<file path="config.mk">
export PLATFORM = sky130hd
export DESIGN_NAME = onehot_encoder_pipe
export DESIGN_NICKNAME = d
export VERILOG_FILES = /design/src/rtl/encoder_pkg.sv /design/src/rtl/onehot_enc_core.sv /design/src/rtl/onehot_encoder_pipe.sv
export SDC_FILE = /design/constraint.sdc
export NUM_CORES = 1
export LEC_CHECK = 0
export ABC_AREA = 1
export BUFFER_PORTS_ARGS = -buffer_cell sky130_fd_sc_hd__clkbuf_2
export CAP_MARGIN = 40
export CORE_MARGIN = 2
export CORE_UTILIZATION = 52
export CTS_CLUSTER_SIZE = 8
export DETAILED_ROUTE_END_ITERATION = 6
export PLACE_DENSITY = 0.89
export SLEW_MARGIN = 20
export SYNTH_ARGS = -nofsm -noshare
export SYNTH_HDL_FRONTEND = slang
export SYNTH_SLANG_ARGS = --single-unit
</file>
<file path="constraint.sdc">
create_clock -name clk -period 1.95 [get_ports clk]
set_clock_uncertainty 0.05 [all_clocks]
set_input_delay 0.39 -clock clk [delete_from_list [all_inputs] [get_ports clk]]
set_output_delay 0.39 -clock clk [all_outputs]
set_load 0.005 [all_outputs]
</file>
<file path="src/rtl/encoder_pkg.sv">
// Shared helpers for the one-hot encoder: lowest-set-bit index, one-hot test and the S2 payload type.
// Words narrower than MAX_N are zero-extended by the caller.
package encoder_pkg;

    localparam int unsigned MAX_N = 64;
    localparam int unsigned MAX_W = 6;

    typedef struct packed {
        logic [MAX_W-1:0] idx;
        logic             err;
    } enc_payload_t;

    // Scans from the top so the last hit is the lowest set bit; all-zero yields 0.
    function automatic logic [MAX_W-1:0] onehot_lowest_idx(input logic [MAX_N-1:0] code);
        logic [MAX_W-1:0] idx;
        idx = '0;
        for (int i = MAX_N - 1; i >= 0; i--) begin
            if (code[i]) idx = MAX_W'(i);
        end
        return idx;
    endfunction

    function automatic logic is_onehot(input logic [MAX_N-1:0] code);
        return ($countones(code) == 1);
    endfunction

endpackage

</file>
<file path="src/rtl/onehot_enc_core.sv">
// Combinational one-hot to binary encode, sitting between the S1 and S2 registers.
module onehot_enc_core
    import encoder_pkg::*;
#(
    parameter int N = 4
) (
    input  logic [N-1:0] code_i,
    output enc_payload_t enc_o
);

    logic [MAX_N-1:0] code_ext;

    always_comb begin
        code_ext  = MAX_N'(code_i);
        enc_o     = '0;
        enc_o.idx = onehot_lowest_idx(code_ext);
        enc_o.err = !is_onehot(code_ext);
    end

endmodule

</file>
<file path="src/rtl/onehot_encoder_pipe.sv">
// Two-stage one-hot to binary encoder with valid/ready handshake and a saturating error counter.
module onehot_encoder_pipe
    import encoder_pkg::*;
#(
    parameter int N     = 4,
    parameter int W     = $clog2(N),
    parameter int CNT_W = 8
) (
    input  logic             clk,
    input  logic             rst_n,
    input  logic             in_valid,
    output logic             in_ready,
    input  logic [N-1:0]     in_code,
    output logic             out_valid,
    input  logic             out_ready,
    output logic [W-1:0]     out_idx,
    output logic             out_err,
    output logic [CNT_W-1:0] err_cnt,
    input  logic             clr_cnt
);

    logic             s1_v_q, s1_v_d;
    logic [N-1:0]     s1_code_q, s1_code_d;
    logic             s2_v_q, s2_v_d;
    enc_payload_t     s2_q, s2_d, enc;
    logic [CNT_W-1:0] cnt_q, cnt_d;
    logic             s2_load, out_xfer;

    onehot_enc_core #(.N(N)) u_core (
        .code_i (s1_code_q),
        .enc_o  (enc)
    );

    // Whenever S1 may accept while holding a word, S2 is loading, so S1 never overwrites.
    always_comb begin
        s2_load   = !s2_v_q || out_ready;
        in_ready  = !s1_v_q || s2_load;
        out_xfer  = s2_v_q && out_ready;

        s1_v_d    = s1_v_q;
        s1_code_d = s1_code_q;
        if (in_ready) begin
            s1_v_d = in_valid;
            if (in_valid) s1_code_d = in_code;
        end

        s2_v_d = s2_v_q;
        s2_d   = s2_q;
        if (s2_load) begin
            s2_v_d = s1_v_q;
            if (s1_v_q) s2_d = enc;
        end

        cnt_d = cnt_q;
        if (clr_cnt) begin
            cnt_d = '0;
        end else if (out_xfer && s2_q.err && (cnt_q != {CNT_W{1'b1}})) begin
            cnt_d = cnt_q + 1'b1;
        end
    end

    always_ff @(posedge clk or negedge rst_n) begin
        if (!rst_n) begin
            s1_v_q    <= 1'b0;
            s1_code_q <= '0;
            s2_v_q    <= 1'b0;
            s2_q      <= '0;
            cnt_q     <= '0;
        end else begin
            s1_v_q    <= s1_v_d;
            s1_code_q <= s1_code_d;
            s2_v_q    <= s2_v_d;
            s2_q      <= s2_d;
            cnt_q     <= cnt_d;
        end
    end

    assign out_valid = s2_v_q;
    assign out_idx   = W'(s2_q.idx);
    assign out_err   = s2_q.err;
    assign err_cnt   = cnt_q;

endmodule

</file>
==> run_results.csv <==
group,metric,value,unit
floorplan,dieHeight,47.6,um
floorplan,chipWidth,47.6,um
power,ir_drop,0.000516,V
worst_setup_path,slowest_delay,0.43,ns
power,p_sw_share,35.1,%
grt,grt_first_pass_wirelength,3170,um
grt,grtUsageTotal,20.3,%
place,gp_congestion,0.776,
clocking,ctsRootBufferMaster,"clkbuf_4",
sta,fmax,575,MHz
clocking,postCtsSetupRepairBufs,0,
worst_setup_path,cp_slowest_cell,"fa_1",
floorplan,ios,22,
synthesis,synth_area,987,um^2
layout,finalNonFillerCells,165,
synthesis,synthesis.nets,131,
sta,finalCritPeriodShare,89.1,%
clocking,cts_num_sinks,17,
drt,drtIter0Drc,26,
drt,via_count,846,
power,comb_power_share,29.1,%
clocking,htree_levels,1,
worst_setup_path,cp_data_required_time,2.08,ns
sta,tns,0,ns
drt,drt_pass1_iterations,4,
worst_setup_path,crit_top_cell,"ha_1",
drt,ant_nets,0,
synthesis,synth_common_cells,"22 x nand2_1, 17 x dfrtp_1, 17 x nand3_1",
worst_setup_path,crit_type,"flip-flop to flip-flop",
run_status,outcome,"complete, no violations",
synthesis,async_reset_ff_share,100,%
synthesis,synth_top_cell_by_area,"dfrtp_1",
power,power,923,uW
sta,rsz0062_at_grt,"no",
layout,nets,157,
drt,via_per_inst,5.13,
power,internal-power,599,uW
min_path,min_path_type,"primary input to flip-flop",
synthesis,synth.most_common_cell,"nand2_1",
clocking,cts_resized,0,
clocking,clkTransAtPathRegs,0.09,ns
grt,grt-ovfl-total,0,
clocking,cts_buffers,3,
drt,wire_per_inst,11.9,um
synthesis,synth-seq-cells,17,
worst_setup_path,start_kind,"flip-flop",
sta,slew_headroom,71.3,%
layout,n_antenna_cell,0,
worst_setup_path,cp_cell_sequence,"inv_1 > ha_1 > ha_1 > fa_1 > nor2_1 > a31oi_1",
synthesis,synth_top_area_share,43.1,%
worst_setup_path,critical_path.max_fanout,3,
worst_setup_path,arrival,1.87,ns
job,drv_cap,0,
drt,drc,0,
place,hpwl,1490,um
clocking,cts_max_path_buffers,2,
worst_setup_path,cp-end-kind,"flip-flop",
floorplan,dieArea,2260,um^2
layout,layout-drive-gt1-share,28.6,%
floorplan,row_count,15,
drt,wl,1970,um
sta,finalSetupViolations,0,
synthesis,synth_cells,115,
layout,area_delta_synth_final,17.0,%
place,dp_cells,160,
sta,hold_violations,0,
clocking,cts_tree,"yes",
sta,drv_slew,0,
power,leakage,0.000609,uW
floorplan,start_util,56.0,%
power,power.share.clock,21.7,%
grt,grt_max_degree,18,
place,portBuffers,21,
synthesis,synth_flop_cell,"dfrtp_1",
power,p_seq_share,49.2,%
grt,antenna_found_initial,0,
power,power_switching,324,uW
floorplan,core_area,1760,um^2
synthesis,yosysSeqAreaShare,43.1,%
grt,grt_pass1_vias,775,
synthesis,ys_types,26,
synthesis,synth_edf_count,0,
synthesis,syn_avg_cell_area,8.58,um^2
synthesis,synth_warnings,0,
sta,fin_crit,1.74,ns
clocking,insertion_delay,0.31,ns
sta,tightest_slew,0.430,ns
synthesis,ys_top_cells_by_area,"dfrtp_1 43%, nand3_1 8.6%, nand2_1 8.4%",
power,power_density,799,nW/um^2
-- layer usage --
layer	share of wire [%]	GRT usage [%]	vias up	wire length (um)
met5	0	0	-	0
met4	2.2	9.73	0	44
li1	-	-	427	-
met2	49	33.5	23	970
met1	43	26.0	391	841
met3	5.5	3.40	5	109
-- per-stage QoR --
stage / cell area (um^2) / util [%] / worst slack, ns / hold WS, ns
final: 1150 / 65.5 / 0.212 / 0.266
after global routing: 1150 / 65.5 / 0.128 / 0.300
after CTS: 1150 / 65.5 / 0.222 / 0.268
after detailed placement: 1120 / 63.4 / 0.245 / 0.298
after global placement: 1120 / 63.4 / 0.286 / 0.294
after floorplan: 987 / - / 0.314 / 0.0444
-- area by class of cell --
cell class	instances	area (um^2)
Sequential cell	17	425
Tap cell	25	31.3
Inverter	15	58.8
Multi-Input combinational cell	82	498
Timing Repair Buffer	22	115
Clock buffer	4	26.3
Fill cell	146	609
-- power groups by stage --
| stage | Clock [uW] | Sequential (uW) | Combinational, uW |
|---|---|---|---|
| after floorplan | 0 | 459 | 172 |
| after global placement | 0 | 459 | 258 |
| after detailed placement | 0 | 462 | 267 |
| after CTS | 202 | 454 | 271 |
| after global routing | 209 | 464 | 302 |
| final | 200 | 454 | 269 |
-- cells by family after synthesis --
group | count (synthesis) | share of synthesized area (%)
fa+ha+maj | 7 | 9.63
buf+inv | 16 | 6.46
simple gates | 58 | 29.3
compound gates | 17 | 11.5
flops | 17 | 43.1
-- sequential cells by signal (all words and copies together) (netlist names) --
name / count
out_valid: 1
err_cnt: 8
s1_v_q: 1
out_err: 1
out_idx: 2
s1_code_q: 4
-- worst max-delay path: cells and delay by family, from the launching register on --
| family | cells | cell delay, ns |
|---|---|---|
| compound gates | 1 | 0.09 |
| fa+ha+maj | 3 | 0.86 |
| buf+inv | 1 | 0.11 |
| flops | 1 | 0.39 |
| simple gates | 1 | 0.12 |
-- cell usage in the layout, fill, tap and decap left out, types with 2 or more instances in the layout --
master / Yosys / layout
inv_2: 4 / 4
inv_1: 10 / 10
nand3_1: 17 / 17
dfrtp_1: 17 / 17
nor2_1: 10 / 10
nand2_2: 2 / 2
clkbuf_2: 0 / 21
a21oi_2: 3 / 3
ha_1: 6 / 6
nand2_4: 2 / 2
a21oi_1: 4 / 4
o21ai_0: 3 / 3
o21bai_1: 2 / 2
nand2_1: 22 / 22
clkbuf_4: 0 / 3
-- path summary, 6_finish.rpt --
| path | start | to | slack, ns | cells after the start |
|---|---|---|---|---|
| min in group asynchronous | rst_n | err_cnt[3] | 0.52 | 2 |
| max reg2reg | s1_code_q[2] | out_err | 0.21 | 6 |
| max in group asynchronous | rst_n | out_valid | 1.03 | 2 |
| max | s1_code_q[2] | out_err | 0.21 | 6 |
| min reg2reg | s1_v_q | out_valid | 0.44 | 2 |
| min | in_code[1] | s1_code_q[1] | 0.27 | 3 |
-- timing repair --
action	4_1_cts	5_1_grt
setup endpoints to repair	0	0
hold endpoints to repair	17	0
hold buffers	1	0
No activity file was read; power rests on OpenSTA's default activity.
